**src/rtl/run_ctrl_pkg.sv**
```systemverilog
// Shared types and default parameter values for the CPU run/step/reset controller.
package run_ctrl_pkg;

  typedef enum logic [1:0] {
    ST_RESET = 2'd0,
    ST_RUN   = 2'd1,
    ST_HALT  = 2'd2,
    ST_STEP  = 2'd3
  } run_state_e;

  localparam int unsigned RST_STRETCH_DEF = 16;
  localparam int unsigned DEBOUNCE_DEF    = 4;
  localparam int unsigned STEP_W_DEF      = 8;
  localparam int unsigned CNT_W_DEF       = 32;

endpackage

```
**src/rtl/btn_debounce.sv**
```systemverilog
// 2-FF synchroniser plus run-length debounce for a raw button.
// Emits a one-cycle registered pulse when the debounced level rises.
module btn_debounce
  import run_ctrl_pkg::*;
#(
  parameter int unsigned DEBOUNCE = DEBOUNCE_DEF
) (
  input  logic clk,
  input  logic rstn,
  input  logic btn,
  output logic rise
);

  localparam int unsigned CW = (DEBOUNCE < 2) ? 1 : $clog2(DEBOUNCE + 1);
  localparam logic [CW-1:0] RUN_LAST = CW'(DEBOUNCE - 1);

  logic          sync1;
  logic          sync2;
  logic          level;
  logic [CW-1:0] run_cnt;

  // Level flips on the DEBOUNCE-th consecutive differing sample; any agreeing sample restarts the run.
  always_ff @(posedge clk or negedge rstn) begin
    if (!rstn) begin
      sync1   <= 1'b0;
      sync2   <= 1'b0;
      level   <= 1'b0;
      run_cnt <= '0;
      rise    <= 1'b0;
    end else begin
      sync1 <= btn;
      sync2 <= sync1;
      rise  <= 1'b0;
      if (sync2 == level) begin
        run_cnt <= '0;
      end else if (run_cnt == RUN_LAST) begin
        level   <= sync2;
        run_cnt <= '0;
        rise    <= sync2;
      end else begin
        run_cnt <= run_cnt + CW'(1);
      end
    end
  end

endmodule

```
**src/rtl/run_step_ctrl.sv**
```systemverilog
// CPU run/step/reset controller: reset stretcher, debounced single/multi-step bursts,
// debug halt switch and a retired-cycle counter.
module run_step_ctrl
  import run_ctrl_pkg::*;
#(
  parameter int unsigned RST_STRETCH = RST_STRETCH_DEF,
  parameter int unsigned DEBOUNCE    = DEBOUNCE_DEF,
  parameter int unsigned STEP_W      = STEP_W_DEF,
  parameter int unsigned CNT_W       = CNT_W_DEF
) (
  input  logic              clk,
  input  logic              rstn,
  input  logic              hold_rst,
  input  logic              debug_en,
  input  logic              step_btn,
  input  logic [STEP_W-1:0] step_count,
  output logic              cpu_rst,
  output logic              cpu_en,
  output logic              busy,
  output logic [CNT_W-1:0]  cycle_cnt
);

  localparam int unsigned SW = (RST_STRETCH < 2) ? 1 : $clog2(RST_STRETCH + 1);
  localparam logic [SW-1:0] STRETCH_LOAD = SW'(RST_STRETCH);

  run_state_e        state;
  logic [SW-1:0]     stretch;
  logic [STEP_W-1:0] burst;
  logic [STEP_W-1:0] burst_len;
  logic              dbg_sync1;
  logic              dbg_sync2;
  logic              step_rise;

  assign burst_len = (step_count == '0) ? STEP_W'(1) : step_count;

  btn_debounce #(.DEBOUNCE(DEBOUNCE)) u_step_db (
    .clk  (clk),
    .rstn (rstn),
    .btn  (step_btn),
    .rise (step_rise)
  );

  always_ff @(posedge clk or negedge rstn) begin
    if (!rstn) begin
      dbg_sync1 <= 1'b0;
      dbg_sync2 <= 1'b0;
    end else begin
      dbg_sync1 <= debug_en;
      dbg_sync2 <= dbg_sync1;
    end
  end

  // Outputs are updated together with the state so they always match the state they decode.
  always_ff @(posedge clk or negedge rstn) begin
    if (!rstn) begin
      state   <= ST_RESET;
      stretch <= STRETCH_LOAD;
      burst   <= '0;
      cpu_rst <= 1'b1;
      cpu_en  <= 1'b0;
      busy    <= 1'b0;
    end else if (hold_rst) begin
      state   <= ST_RESET;
      stretch <= STRETCH_LOAD;
      cpu_rst <= 1'b1;
      cpu_en  <= 1'b0;
      busy    <= 1'b0;
    end else begin
      case (state)
        ST_RESET: begin
          if (stretch == '0) begin
            cpu_rst <= 1'b0;
            if (dbg_sync2) begin
              state <= ST_HALT;
            end else begin
              state  <= ST_RUN;
              cpu_en <= 1'b1;
            end
          end else begin
            stretch <= stretch - SW'(1);
          end
        end
        ST_RUN: begin
          if (dbg_sync2) begin
            state  <= ST_HALT;
            cpu_en <= 1'b0;
          end
        end
        ST_HALT: begin
          // A step edge beats a simultaneous switch back to free run.
          if (step_rise) begin
            state  <= ST_STEP;
            burst  <= burst_len;
            cpu_en <= 1'b1;
            busy   <= 1'b1;
          end else if (!dbg_sync2) begin
            state  <= ST_RUN;
            cpu_en <= 1'b1;
          end
        end
        ST_STEP: begin
          if (burst == STEP_W'(1)) begin
            busy <= 1'b0;
            if (dbg_sync2) begin
              state  <= ST_HALT;
              cpu_en <= 1'b0;
            end else begin
              state <= ST_RUN;
            end
          end else begin
            burst <= burst - STEP_W'(1);
          end
        end
        default: begin
          state   <= ST_RESET;
          stretch <= STRETCH_LOAD;
          cpu_rst <= 1'b1;
          cpu_en  <= 1'b0;
          busy    <= 1'b0;
        end
      endcase
    end
  end

  always_ff @(posedge clk or negedge rstn) begin
    if (!rstn) begin
      cycle_cnt <= '0;
    end else if (cpu_en) begin
      cycle_cnt <= cycle_cnt + CNT_W'(1);
    end
  end

endmodule
```
**config.mk**
```make
export PLATFORM = sky130hd
export DESIGN_NAME = run_step_ctrl
export DESIGN_NICKNAME = d
export VERILOG_FILES = /design/src/rtl/run_ctrl_pkg.sv /design/src/rtl/btn_debounce.sv /design/src/rtl/run_step_ctrl.sv
export SDC_FILE = /design/constraint.sdc
export NUM_CORES = 1
export LEC_CHECK = 0
export CELL_PAD_IN_SITES_DETAIL_PLACEMENT = 0
export CELL_PAD_IN_SITES_GLOBAL_PLACEMENT = 1
export CORE_MARGIN = 2
export CORE_UTILIZATION = 42
export DETAILED_ROUTE_END_ITERATION = 6
export GPL_TIMING_DRIVEN = 0
export PLACE_DENSITY_LB_ADDON = 0.1
export SLEW_MARGIN = 5
export SYNTH_ARGS = -nofsm -noshare
export SYNTH_HDL_FRONTEND = slang
export SYNTH_SLANG_ARGS = --single-unit
```
**constraint.sdc**
```tcl
create_clock -name clk -period 2.2 [get_ports clk]
set_clock_uncertainty 0.1 [all_clocks]
set_input_delay 0.44 -clock clk [delete_from_list [all_inputs] [get_ports clk]]
set_output_delay 0.44 -clock clk [all_outputs]
set_load 0.02 [all_outputs]
```
; ---- After elaboration in Yosys (flattened, before gate mapping)
; Cells that the tools add are included.
[totals]
ff_bits = 59
in_bits = 13
elab_cells = 81
[classes]
addsub = 4
eq_ne = 14
n_mux = 33
bitwise_logic = 2
reduce_logical = 14
[ops]
columns = op, count
row1 = $add 32x1->32 const B, 1
row2 = $mux 8, 3
row3 = $pmux 8 s2, 1
row4 = $mux 5, 3
row5 = $mux 1, 14
row6 = $mux 2, 7
row7 = $ne 3x3->1 const B, 3
row8 = $eq 8x1->1 const B, 1
row9 = $logic_not 8->1, 1
row10 = $pmux 2 s4, 1
row11 = $reduce_and 2->1, 4
row12 = $reduce_and 4->1, 2
row13 = $sub 8x1->8 const B, 1
row14 = $mux 3, 2
row15 = $reduce_bool 2->1, 3
row16 = $logic_not 5->1, 1
row17 = $sub 5x1->5 const B, 1
row18 = $eq 2x2->1 const B, 2
row19 = $ne 2x2->1 const B, 2
row20 = $ne 4x3->1 const B, 1
row21 = $pmux 1 s4, 1
row22 = $add 3x1->3 const B, 1
row23 = $eq 3x2->1 const B, 1
row24 = $ne 3x2->1 const B, 1
row25 = other kinds (8), 9

; ---- Depth between registers and ports, before layout
; Gate-level depths: netlist of run 1.
[depth]
word_depth = 4
ltp_mapped = 8

; ---- Hierarchy
; A second synthesis of run 1 with hierarchy kept.
[hier_totals]
cells_unflattened = 270
hier_area_um2 = 2875.3
[modules_own_cells]
columns = mod, instances, cells_per_inst, area_per_inst_um2, seq_area_each_um2
row1 = run_step_ctrl, 1, 255, 2618.8, 1303.8
row2 = btn_debounce, 1, 15, 256.5, 175.2

; ---- Worst setup path after synthesis of run 1
; Ideal clock, no wire load.
[synth_timing]
kind = register to register
startpoint = register cycle_cnt[0]
endpoint = register cycle_cnt[28]
setup_time_ps = 80
arrival_time_ps = 1643
slack_ps = 378
stages_incl_launch_ff = 7
cell_sequence = dfrtp_1 ha_1 nand3_1 nor3_4 nand3_4 nor3_2 xor2_1
[synth_via]
elab_chain_len = 1
[synth_lines]
columns = item, line_no
row1 = "start, declared", run_step_ctrl.sv:20  ; output logic [CNT_W-1:0] cycle_cnt
row2 = "start signal, assigned", run_step_ctrl.sv:129  ; cycle_cnt <= cycle_cnt + CNT_W'(1);
row3 = $add 32x1->32, run_step_ctrl.sv:129
; Every way passes these cells.
; A chain may end at the register's enable or synchronous reset.

; ---- Worst setup path after layout of run 1
[layout_timing]
startpoint = register cycle_cnt[14]
endpoint = output port cycle_cnt[14]
; No word-level cell between the ends.

==> summary.txt, run 1 <==
Outcome
  • Status: finished clean

Detailed routing
  • Remaining antenna violation count: 0
  • DRT Pass-1 Iters: 4
  • DR vias/cell: 5.304
  • # DRC: 0
  • Drt total wl: 5747 µm
  • DR WL/cell: 13.85 µm
  • DRT iter0 DRCs: 104
  • Via count: 2201

STA
  • Fin crit share: 92.04%
  • Min Clock Period, post-route: 2.025 ns
  • Final setup violating endpoints: 0
  • Max-slew headroom: 51.30%
  • Fin. Hold Viols: 0
  • Pins over their slew limit: 0
  • Worst-Margin Slew: 0.7305 ns
  • RSZ-0062 raised after global routing: no
  • Fmax: 0.4939 GHz

Global routing
  • Vias in the first global route: 2063
  • Grt total ovfl: 0
  • Largest net degree at the start of global routing: 60
  • First-pass GRT wire length: 9963 µm
  • Antenna violations before repair: 0
  • Total GRT Usage: 16.68%

Setup path
  • CP Cell Sequence: clkdlybuf4s50_1
  • CP Class: flip-flop to output pin
  • CP Launch Type: flip-flop
  • Worst Path Arrival: 1.48 ns
  • Crit path max-delay cell type: clkdlybuf4s50_1
  • Critical Path RT: 1.66 ns
  • CP Capture Type: output pin
  • Family with the most delay on the worst path: buffers and inverters
  • Buffer and inverter count on the worst path: 1
  • CP max stage delay: 0.66 ns
  • CP Max Fanout: 5

Flow run
  • Maxcap violations: 0

Die
  • # rows: 30
  • Die Wd: 87.49 µm
  • Die Area: 0.007655 mm²
  • I/O pins: 48
  • Height of the die: 87.49 µm
  • Initial Util: 43.33%
  • Core Box Area: 0.006756 mm²

Placement
  • Dpl hpwl: 3981 µm
  • I/O Buffers: 46
  • DP Area: 0.003486 mm²
  • Placer Congestion: 0.7840

Logic synthesis
  • Post-synthesis sequential area ratio: 50.51%
  • Synth cell types: 45
  • Number of synthesized flops with an enable pin: 0
  • Post-synthesis sequential element count: 59
  • Mean Syn Cell Area: 10.72 µm²
  • Post-synth net total: 295
  • Commonest cells in the synthesized netlist: dfrtp_1 (57), nor2_1 (21), nand2_1 (20), xnor2_1 (20)
  • Mapped cell area: 0.002928 mm²
  • Most common cell in the netlist: dfrtp_1
  • Yosys Warn Count: 0
  • Post-synth ARST share: 100.0%
  • Mapped Cells: 273
  • Area leader, netlist: dfrtp_1
  • Top FF cell, synth: dfrtp_1
  • Synth area leaders: dfrtp_1 (49%), xnor2_1 (6.0%), xor2_1 (4.5%)
  • Share of the synthesized area in the top cell type: 48.72%

Final layout
  • Layout Nets: 352
  • # diodes: 0
  • Synth-to-Final Area Change: 26.11%
  • Post-layout util: 54.65%
  • Design area: 0.003692 mm²
  • Layout cells sized above 1: 11.94%

Pwr
  • Worst vdd ir: 0.5320 mV
  • Pwr Density: 936.6 mW/mm²
  • Pleak: 1.628 nW

CTS
  • Post-CTS Setup Bufs: 0
  • Worst-path clk slew: 0.07 ns
  • TritonCTS clock tree: yes
  • H-tree Lvls: 3
  • Clock latency on the worst-skew pair: 0.33 ns
  • Clock tree buffer depth: 2
  • Clk sink count: 59
  • Total CTS buffers: 9
  • CTS root buf: clkbuf_8

Min path
  • Worst min-delay path class: primary input to async pin
layer usage:
metal  global-route usage [%]  up-vias  share of wire (%)
met5                        0        -                  0
met4                    7.133        0                1.6
met3                    3.412        9                3.4
li1                         -     1074                  -
met1                    23.45     1071                 49
met2                    24.93       47                 46
final cells by class:
| type | instances | area, µm² |
|---|---|---|
| repair buffers | 46 | 457.9 |
| fillers | 624 | 3064 |
| flip-flops and latches | 59 | 1479 |
| clock inverters | 4 | 48.80 |
| plain buffers | 5 | 23.77 |
| multi-input cells | 193 | 1368 |
| clock buffers | 12 | 155.1 |
| well taps | 80 | 100.1 |
| inverters | 16 | 60.06 |
registers in the layout, summed over array words and instances, names as in the netlist, 2 cells and up:
signal and cells:
state 2, burst 8, stretch 5, cycle_cnt 32, u_step_db.run_cnt 3
where the power goes:
part           leakage [nW]  switching, mW  total [mW]  internal [mW]
logic                 0.741          0.517       0.957          0.440
registers             0.781          0.212        1.49           1.28
clock network         0.106          0.425        1.01          0.584
cell families (layout without fill, tap and decap cells):
logic type	count (synthesis)	count (layout)	synth area share (%)
XOR/XNOR	35	35	10.47
AND/OR/NAND/NOR	104	104	21.41
multiplexers	4	4	1.496
flip-flops	59	59	50.51
adder cells (fa/ha/maj)	9	9	3.846
buffers and inverters	21	83	2.863
AO/OA/AOI/OAI	41	41	9.402
path summary, 6_finish.rpt:
path	from	to	slack, ns	cells past startpoint
setup / recovery	cycle_cnt[14]$_DFFE_PN0P_	cycle_cnt[14]	0.18	1
hold / removal	rstn	cycle_cnt[27]$_DFFE_PN0P_	0.06	1
setup reg to reg	state[0]$_DFFE_PN0P_	burst[0]$_DFFE_PN0P_	0.20	7
hold reg to reg	u_step_db.sync1$_DFF_PN0_	u_step_db.sync2$_DFF_PN0_	0.26	0
max in group asynchronous	rstn	u_step_db.run_cnt[2]$_DFF_PN0_	1.44	1
min in group clk	u_step_db.sync1$_DFF_PN0_	u_step_db.sync2$_DFF_PN0_	0.26	0
repair_timing:
item                                    CTS  global route
endpoints found under the setup margin    0             3
hold buffers                              0             0
resized for setup                         0             1
stage by stage:
stage	TNS, ns	hold WS (ns)	power, mW	std cells	setup slack (ns)
after floorplan	0	0.04441	2.161	273	0.3777
after global placement	-80.02	0.2352	2.449	399	-1.383
after detailed placement	0	0.2395	2.456	399	0.1735
after CTS	0	0.1061	3.487	415	0.1439
after global routing	0	0.1377	3.696	415	0.001051
final	0	0.06433	3.458	415	0.1751
cells in the final DEF, fill, tap and decap left out, types with 2 or more instances in the layout:
cell type and count:
a21oi_1 12, clkdlybuf4s50_1 45, dfstp_2 2, a211o_1 2, nor4_1 2, clkbuf_1 4
clkbuf_8 11, o21ai_0 5, nor2b_1 5, nor2_1 21, nand4_1 8, ha_1 8
nand3_4 2, o211ai_1 4, nand3_1 10, nand2_1 20, and3_1 3, nand4_4 2
o22a_1 3, inv_1 16, nor3_2 5, nor3_4 2, buf_4 2, nor3_1 16
o211a_1 2, a31oi_1 4, mux2_2 3, o31ai_1 3, dfrtp_1 57, xor2_1 15
clkinv_2 2, xnor2_1 20
Power figures use the tool's default switching activity.
==> run 2: changes to the inputs <==
- MAX_ROUTING_LAYER: not set -> met4
==> run 2 against run 1 <==
Against the previous run: fmax about the same; clock power is essentially flat; sequential share of layout area unchanged; setup slack barely moved; combinational power hardly changed; design area did not move; critical path type unchanged; critical endpoint unchanged; largest power group unchanged.
==> summary.txt, run 2 (synthesized netlist as in run 1, its figures left out) <==
Final layout
  • Multi-input gate area: 0.001368 mm² (unchanged)
  • Most common cell after layout, fill and taps aside: dfrtp_1
  • Top reg by flops: cycle_cnt
  • Post-layout util: 54.65% (unchanged)
  • Commonest non-fill, non-tap cells in the layout: dfrtp_1 (57), clkdlybuf4s50_1 (45), nor2_1 (21)
  • Regs by FF count: cycle_cnt x32, burst x8, stretch x5
  • Reg area: 0.001479 mm² (unchanged)
  • Final non-filler cell total: 415 (unchanged)
  • Synth-to-Final Area Change: 26.11% (unchanged)
  • Fillcell total: 624 (unchanged)
  • # diodes: 0 (unchanged)
  • Max FFs per register: 32 (unchanged)
  • Layout Nets: 352 (unchanged)
  • Layout cells sized above 1: 11.94% (unchanged)
  • Design area: 0.003692 mm² (unchanged)

Global routing
  • Antenna violations before repair: 0 (unchanged)
  • Grt total ovfl: 0 (unchanged)
  • Total GRT Usage: 17.15% (+0.47 points)
  • Largest net degree at the start of global routing: 60 (unchanged)
  • Vias in the first global route: 2067 (+0.19%)
  • First-pass GRT wire length: 9963 µm (unchanged)

Setup path
  • Setup crit end: cycle_cnt[14]
  • CP max stage delay: 0.66 ns (about the same)
  • Family with the most delay on the worst path: buffers and inverters
  • CP Launch Type: flip-flop
  • Reg2Reg Depth: 7 (unchanged)
  • WP depth: 1 (unchanged)
  • CP Max Fanout: 5 (unchanged)
  • CP Capture Type: output pin
  • CP Class: flip-flop to output pin
  • Critical Path RT: 1.66 ns (about the same)
  • Crit path max-delay cell type: clkdlybuf4s50_1
  • Setup crit start: cycle_cnt[14]$_DFFE_PN0P_
  • FF-to-FF End: burst[0]$_DFFE_PN0P_
  • Buffer and inverter count on the worst path: 1 (unchanged)
  • Worst Path Arrival: 1.48 ns (about the same)
  • Reg2reg start: state[0]$_DFFE_PN0P_
  • R2R setup slack: 0.20 ns (about the same)
  • CP Cell Sequence: clkdlybuf4s50_1

Pwr
  • Pleak: 1.628 nW (unchanged)
  • Pwr Density: 935.6 mW/mm² (-0.11%)
  • Pwr Total: 3.455 mW (-0.11%)
  • Worst vdd ir: 0.5320 mV (about the same)

Detailed routing
  • Remaining antenna violation count: 0 (unchanged)
  • DR vias/cell: 5.301 (about the same)
  • DR WL/cell: 13.81 µm (-0.30%)
  • DRT Pass-1 Iters: 4 (unchanged)
  • Drt total wl: 5730 µm (-0.30%)
  • Via count: 2200 (-0.045%)
  • # DRC: 0 (unchanged)
  • DRT iter0 DRCs: 104 (unchanged)

Die
  • Height of the die: 87.49 µm (unchanged)
  • # rows: 30 (unchanged)
  • Die Wd: 87.49 µm (unchanged)
  • Die Area: 0.007655 mm² (unchanged)
  • Initial Util: 43.33% (unchanged)
  • I/O pins: 48 (unchanged)
  • Core Box Area: 0.006756 mm² (unchanged)

CTS
  • Clk sink count: 59 (unchanged)
  • Clock latency on the worst-skew pair: 0.33 ns (about the same)
  • TritonCTS clock tree: yes
  • Post-CTS Setup Bufs: 0 (unchanged)
  • Cts hold-fix bufs: 0 (unchanged)
  • CTS root buf: clkbuf_8
  • Clock tree buffer depth: 2 (unchanged)
  • Total CTS buffers: 9 (unchanged)
  • H-tree Lvls: 3 (unchanged)
  • Post_cts resized: 0 (unchanged)
  • Worst-path clk slew: 0.07 ns (about the same)

STA
  • Fmax: 0.4939 GHz (about the same)
  • Max-slew headroom: 51.29% (about the same)
  • Worst-Margin Slew: 0.7307 ns (+0.0001334 ns)
  • Fin crit share: 92.03% (about the same)
  • Min Clock Period, post-route: 2.025 ns (-0.0002910 ns)
  • Tightest hold margin: 0.06857 ns (+0.004235 ns)
  • Pins over their slew limit: 0 (unchanged)
  • Fin. Hold Viols: 0 (unchanged)
  • Fin Setup TNS: 0 ns (unchanged)
  • Final setup violating endpoints: 0 (unchanged)
  • RSZ-0062 raised after global routing: no
  • Post-route setup slack: 0.1754 ns (+0.0002910 ns)

Min path
  • Worst min-delay path class: primary input to async pin

Placement
  • Dpl hpwl: 3981 µm (unchanged)
  • Placed Cells: 399 (unchanged)
  • Placer Congestion: 0.7949 (+1.4%)
  • I/O Buffers: 46 (unchanged)
  • Dpl ws: 0.1735 ns (unchanged)
  • DP Area: 0.003486 mm² (unchanged)

Outcome
  • Status: finished clean

Flow run
  • Maxcap violations: 0 (unchanged)
## run 2: worst min path at each step
stage | startpoint | end | slack (ns) | depth (start not counted)
after CTS | rstn | burst[7]$_DFFE_PN0P_ | 0.11 | 1
after floorplan | rstn | burst[0]$_DFFE_PN0P_ | 0.04 | 0
after global routing | rstn | burst[7]$_DFFE_PN0P_ | 0.14 | 1
final | rstn | cycle_cnt[27]$_DFFE_PN0P_ | 0.07 | 1
after detailed placement | u_step_db.sync1$_DFF_PN0_ | u_step_db.sync2$_DFF_PN0_ | 0.24 | 0
after global placement | u_step_db.sync1$_DFF_PN0_ | u_step_db.sync2$_DFF_PN0_ | 0.24 | 0
## run 2: cell type report
| cell class | instances | share of cell area [%] |
|---|---|---|
| sequential | 59 | 40.05 |
| clock inverter | 4 | 1.322 |
| timing repair buffer | 46 | 12.40 |
| multi-input combinational | 193 | 37.04 |
| inverter | 16 | 1.627 |
| buffer | 5 | 0.6438 |
| tap | 80 | 2.711 |
| clock buffer | 12 | 4.202 |
## run 2: routing by layer
layer	part of all wire (%)	track usage [%]
met5	0	-
met2	46	25.07
met1	49	23.45
met3	3.1	3.128
met4	1.6	7.133
## run 2: power breakdown
part	switching [mW]	leakage [nW]	internal (mW)
Sequential	0.212	0.781	1.28
Clock	0.421	0.106	0.583
Combinational	0.517	0.741	0.440
Total	1.15	1.63	2.31
==> run 3: changes to the inputs <==
- CAP_MARGIN: not set -> 20
==> results of run 3 <==
Same layout as run 2: the final DEF is identical, and so are final timing and power.
